--- src/rtl/switch_word_debouncer.sv ---
// switch_word_debouncer: two-flop synchroniser plus whole-word debounce for the
// board slide-switch word. Only a word that has held unchanged for the full hold
// window reaches word_out, so a partially switched word is never seen downstream.
// The outputs are the committed word, a "valid since reset" level, a 1-cycle change
// strobe and a settle-in-progress flag.
// Optional build macro: DEBOUNCE_FAST_SIM_EN forces the hold window to 16 cycles,
// whatever STABLE_CYCLES is, so that long top-level simulations finish quickly.
module switch_word_debouncer #(
    parameter int unsigned WIDTH         = 7,
    parameter int unsigned STABLE_CYCLES = 270000
) (
    input  logic             clk,
    input  logic             rst,
    input  logic [WIDTH-1:0] sw_in,
    output logic [WIDTH-1:0] word_out,
    output logic             word_valid,
    output logic             word_stb,
    output logic             busy
);

    // Effective hold window: the number of edges the synchronised word must stay unchanged.
`ifdef DEBOUNCE_FAST_SIM_EN
    localparam int unsigned HOLD_CYCLES = 16;
`else
    localparam int unsigned HOLD_CYCLES = STABLE_CYCLES;
`endif

    // The counter must cover both the nominal window and the effective window.
    localparam int unsigned CNT_W_NOM  = $clog2(STABLE_CYCLES);
    localparam int unsigned CNT_W_HOLD = $clog2(HOLD_CYCLES);
    localparam int unsigned CNT_W_MAX  = (CNT_W_NOM > CNT_W_HOLD) ? CNT_W_NOM : CNT_W_HOLD;
    localparam int unsigned CNT_W      = (CNT_W_MAX > 0) ? CNT_W_MAX : 1;

    // The commit fires at this count: HOLD_CYCLES edges after the settle window opened.
    localparam logic [CNT_W-1:0] CNT_LAST = CNT_W'(HOLD_CYCLES - 1);

    // Reject illegal hold lengths at elaboration time.
    if (STABLE_CYCLES < 2 || STABLE_CYCLES > 32'd16777216) begin : g_bad_stable
        $error("switch_word_debouncer: STABLE_CYCLES must be in 2..2^24");
    end

    typedef enum logic [1:0] {
        ST_INIT   = 2'd0,
        ST_SETTLE = 2'd1,
        ST_STABLE = 2'd2
    } state_e;

    // Synchroniser stages. Only sync2_q is used past this point.
    logic [WIDTH-1:0] sync1_q;
    logic [WIDTH-1:0] sync2_q;

    // Debounce state
    state_e           state_q,      state_d;
    logic [WIDTH-1:0] cand_q,       cand_d;
    logic [CNT_W-1:0] cnt_q,        cnt_d;
    logic [WIDTH-1:0] word_out_q,   word_out_d;
    logic             word_valid_q, word_valid_d;
    logic             word_stb_q,   word_stb_d;
    logic             busy_q,       busy_d;

    // Decoded conditions for the current edge
    logic word_change;
    logic commit;

    // Two-flop synchroniser for the asynchronous switch levels.
    always_ff @(posedge clk) begin
        if (rst) begin
            sync1_q <= '0;
            sync2_q <= '0;
        end else begin
            sync1_q <= sw_in;
            sync2_q <= sync1_q;
        end
    end

    // State and output registers. Reset abandons any settle in progress.
    always_ff @(posedge clk) begin
        if (rst) begin
            state_q      <= ST_INIT;
            cand_q       <= '0;
            cnt_q        <= '0;
            word_out_q   <= '0;
            word_valid_q <= 1'b0;
            word_stb_q   <= 1'b0;
            busy_q       <= 1'b0;
        end else begin
            state_q      <= state_d;
            cand_q       <= cand_d;
            cnt_q        <= cnt_d;
            word_out_q   <= word_out_d;
            word_valid_q <= word_valid_d;
            word_stb_q   <= word_stb_d;
            busy_q       <= busy_d;
        end
    end

    // Next-state logic: restart on any change, count while steady, commit at the end of the window.
    always_comb begin
        state_d      = state_q;
        cand_d       = cand_q;
        cnt_d        = cnt_q;
        word_out_d   = word_out_q;
        word_valid_d = word_valid_q;
        word_stb_d   = 1'b0;

        word_change = (sync2_q != cand_q);
        commit      = (state_q != ST_STABLE) && !word_change && (cnt_q == CNT_LAST);

        if (word_change) begin
            // Any movement, from any state, opens a fresh settle window.
            cand_d  = sync2_q;
            cnt_d   = '0;
            state_d = ST_SETTLE;
        end else if (commit) begin
            state_d = ST_STABLE;
            // A bounce back to the committed word settles quietly, with no strobe.
            if (!word_valid_q || (cand_q != word_out_q)) begin
                word_out_d   = cand_q;
                word_valid_d = 1'b1;
                word_stb_d   = 1'b1;
            end
        end else if ((state_q != ST_STABLE) && (cnt_q != CNT_LAST)) begin
            // Saturating count: it is held in STABLE and never wraps.
            cnt_d = cnt_q + CNT_W'(1);
        end

        busy_d = (state_d == ST_SETTLE);
    end

    assign word_out   = word_out_q;
    assign word_valid = word_valid_q;
    assign word_stb   = word_stb_q;
    assign busy       = busy_q;

endmodule

--- config.mk ---
export PLATFORM = sky130hd
export DESIGN_NAME = switch_word_debouncer
export DESIGN_NICKNAME = d
export VERILOG_FILES = /design/src/rtl/switch_word_debouncer.sv
export SDC_FILE = /design/constraint.sdc
export NUM_CORES = 1
export LEC_CHECK = 0
export ABC_CLOCK_PERIOD_IN_PS = 1900
export BUFFER_PORTS_ARGS = -buffer_cell sky130_fd_sc_hd__buf_2
export CORE_ASPECT_RATIO = 0.7
export CORE_MARGIN = 2
export CORE_UTILIZATION = 35
export CTS_CLUSTER_SIZE = 25
export DETAILED_ROUTE_END_ITERATION = 10
export GPL_TIMING_DRIVEN = 0
export PLACE_DENSITY = 0.61
export SYNTH_ARGS = -nofsm -noshare
export SYNTH_HDL_FRONTEND = slang
export SYNTH_SLANG_ARGS = --single-unit
--- constraint.sdc ---
create_clock -name clk -period 1.9 [get_ports clk]
set_clock_uncertainty 0.05 [all_clocks]
set_input_delay 0.38 -clock clk [delete_from_list [all_inputs] [get_ports clk]]
set_output_delay 0.38 -clock clk [all_outputs]
set_load 0.03 [all_outputs]
==> metrics.txt <==
P_leak=between 1 and 1.5 nW; post-route cell area=0.00269 mm²; share of cells above drive strength 1=0.301; Root Driver=clkbuf_8; initial core utilization=0.356; Power Dens Cells=711 mW/mm²; GPL Wtd Cong=a little over 0.8; H-tree depth reported by CTS=2; diode count=0; cells after synthesis=228; outcome=finished, final reports clean; core area=0.00613 mm²; die width=98.3 µm; # DRC=0; DR WL/cell=12.9 µm; Cells after DPL=324; fin util=0.439; FILL cells=615; Layout Area Growth over Synthesis=23.3%; WS Path Type=reg -> reg; TritonRoute pass-1 iters=4; cts bufs inserted=5; drt initial violations=101; number of global-route vias before repair=1493; GR Overflow Total=0; I/O Buffers=18; metal3 WL=between 200 and 250 µm; total number of vias=1697; Mean Syn Cell Area=9.56 µm²; Total Power=0.00191 W; met2 WL=1860 µm; Critical Path AT=2.04 ns; via/cell ratio=slightly below 5; DP Area=between 0.002 and 0.0025 mm²; first-pass GRT wire length=a little over 7000 µm; Max Root-Sink Buffers=2; Core Rows=24; Clock Pin Slew Worst Setup and Hold Paths=0.10 ns; Rel. slew slack=0.693; max capacitance violation total=0; synth warn=0; Die ar.=0.00688 mm²; fraction of the cycle the final worst path needs=0.972; Yosys reg bits=52; largest net degree at the start of global routing=19; Final Hold Viols=0; min Tclk post-route=1.85 ns; synth unique cells=43; Reg area=roughly 0.0011 mm²; Peak supply drop=0.325 mV; wire length on met1=2310 µm; worst skew pair latency=0.31 ns; Final #Nets=275; Top Metal Used=met4; Final setup viols=0; crit path launch type=flip-flop; DPL Wire Length=3020 µm; Total GRT Usage=0.130; drt total wl=4440 µm; # hold bufs at CTS=0; synthesized area=0.00218 mm²; Die H=70.0 µm; CP Max Fanout=8; Post-DRT Antenna Nets=0; initial antenna violation count=0; Post-Syn Nets=around 240; critical path endpoint category=flip-flop; RSZ-0062 raised after global routing=true; Max Clock Freq=541 MHz; max-slew violations=0; Seq/Total Area, Yosys=0.478; IO Count=19; Critical Path RT=about 2.1 ns; Non-Filler Instances=roughly 340; area of the multi-input gates=0.00117 mm²; CTS tree=built; worst-margin pin slew=0.457 ns; worst hold path type=in -> reg; Sink Count=52
==> path summary, 6_finish.rpt <==
kind | from | to | slack [ns] | cells past startpoint
worst max-delay path | cnt_q[13]$_SDFFE_PP0P_ | word_out[6]$_SDFFE_PP0P_ | 0.05 | 7
worst min-delay path | sw_in[0] | sync1_q[0]$_SDFF_PP0_ | 0.22 | 2
worst max register to register | cnt_q[13]$_SDFFE_PP0P_ | word_out[6]$_SDFFE_PP0P_ | 0.05 | 7
worst min register to register | sync1_q[6]$_SDFF_PP0_ | sync2_q[6]$_SDFF_PP0_ | 0.39 | 1
==> state kept, by name, indices dropped and copies added, names as in the netlist <==
name        cells
cnt_q          19
sync1_q         7
word_out        7
word_stb        1
sync2_q         7
word_valid      1
state_q         2
busy            1
cand_q          7
==> critical path: stages (launching register included) <==
cell,delay [ns]
dfxtp_2,0.36
nor4b_4,0.33
nand4_4,0.19
buf_4,0.20
nor4_4,0.24
buf_6,0.17
nand3_1,0.08
a21oi_1,0.16
==> area by class of cell <==
| class | instances | share of cell area |
|---|---|---|
| multi-input cells | 167 | 0.435 |
| flip-flops and latches | 52 | 0.398 |
| repair buffers | 30 | 0.0684 |
| well taps | 78 | 0.0363 |
| clock buffers | 5 | 0.0256 |
| plain buffers | 7 | 0.0237 |
| clock inverters | 3 | 0.0102 |
| inverters | 2 | 0.00279 |
==> synth_stat cells <==
cell type | n | area [µm²]
a21oi_1 | 16 | 80.1
and2_1 | 1 | 6.26
and2b_1 | 1 | 7.51
and3_1 | 2 | 12.5
and3_2 | 2 | 15.0
and4_1 | 1 | 8.76
buf_2 | 1 | 5.00
bufbuf_16 | 1 | 32.5
clkbuf_1 | 4 | 15.0
dfxtp_1 | 52 | 1040
dlygate4sd1_1 | 1 | 8.76
ha_1 | 1 | 12.5
inv_1 | 2 | 7.51
mux2i_1 | 1 | 10.0
nand2_1 | 8 | 30.0
nand2b_1 | 2 | 12.5
nand3_1 | 14 | 70.1
nand4_1 | 5 | 31.3
nand4_2 | 2 | 25.0
nand4b_1 | 1 | 8.76
nor2_1 | 20 | 75.1
nor2b_1 | 21 | 131
nor3_1 | 1 | 5.00
nor3_2 | 1 | 10.0
nor3b_1 | 1 | 7.51
nor4_1 | 3 | 18.8
nor4_4 | 1 | 21.3
nor4b_2 | 2 | 30.0
o2111ai_1 | 1 | 8.76
o211ai_1 | 3 | 22.5
o21ai_0 | 8 | 40.0
o21ai_1 | 7 | 35.0
o21ai_2 | 1 | 8.76
o31ai_1 | 3 | 22.5
o41ai_1 | 1 | 8.76
or2_1 | 1 | 6.26
or2_2 | 1 | 6.26
or3_1 | 7 | 43.8
or4_1 | 2 | 15.0
or4_4 | 1 | 11.3
or4b_1 | 1 | 10.0
xnor2_1 | 9 | 78.8
xor2_1 | 14 | 123
==> stage by stage <==
stage                     worst slack (ns)  hold WS (ns)  setup TNS, ns
after floorplan                     0.0725         0.364              0
after global placement              -0.141         0.371          -2.80
after detailed placement            -0.177         0.371          -3.20
after CTS                         -0.00954         0.210        -0.0267
after global routing                -0.103         0.215         -0.688
final                               0.0523         0.218              0
==> routing by layer <==
layer | vias up | global-route usage
met3 | 5 | 0.0350
met2 | 41 | 0.175
met4 | 0 | 0.0365
met5 | - | 0
met1 | 773 | 0.201
li1 | 878 | -
==> placed cells by master, fill, tap and decap left out, types with 2 or more instances in the layout <==
cell type,count
clkbuf_8,5
nand4_1,5
xor2_1,14
nand2_1,6
or3_1,7
nor4_1,2
dfxtp_4,3
nand3_1,13
and3_1,2
o21ai_2,5
dfxtp_2,13
buf_2,19
nand2b_1,2
clkbuf_4,2
inv_1,2
nor2_1,20
o31ai_1,3
o211ai_1,3
buf_4,11
dfxtp_1,36
nor4b_4,2
o21ai_1,3
clkbuf_1,2
or4_1,2
o21ai_0,8
a21oi_1,16
nor2b_1,21
xnor2_1,8
and3_2,2
==> logic make-up after synthesis <==
kind of cell | synth area share
AOI/OAI and AO/OA | 0.104
DFF | 0.478
and+or+nand+nor | 0.284
adders and majority gates | 0.00574
xor gates and xnor gates | 0.0924
buffers and inverters | 0.0316
muxes | 0.00459
==> report_power, final <==
| part | internal [W] | switching, W | leakage [nW] |
|---|---|---|---|
| registers | 0.00111 | 0.0000150 | 0.432 |
| clock network | 0.000271 | 0.000389 | 0.0463 |
| logic | 0.0000565 | 0.0000673 | 0.527 |
| total | 0.00144 | 0.000471 | 1.00 |
==> repair_timing <==
| action | 4_1_cts | 5_1_grt |
|---|---|---|
| buffers inserted | 2 | 10 |
| gates resized for setup | 13 | 31 |
| endpoints found under the setup margin | 28 | 28 |
| gates cloned | 0 | 0 |
| pin swaps | 5 | 11 |
Power figures use the tool's default switching activity.
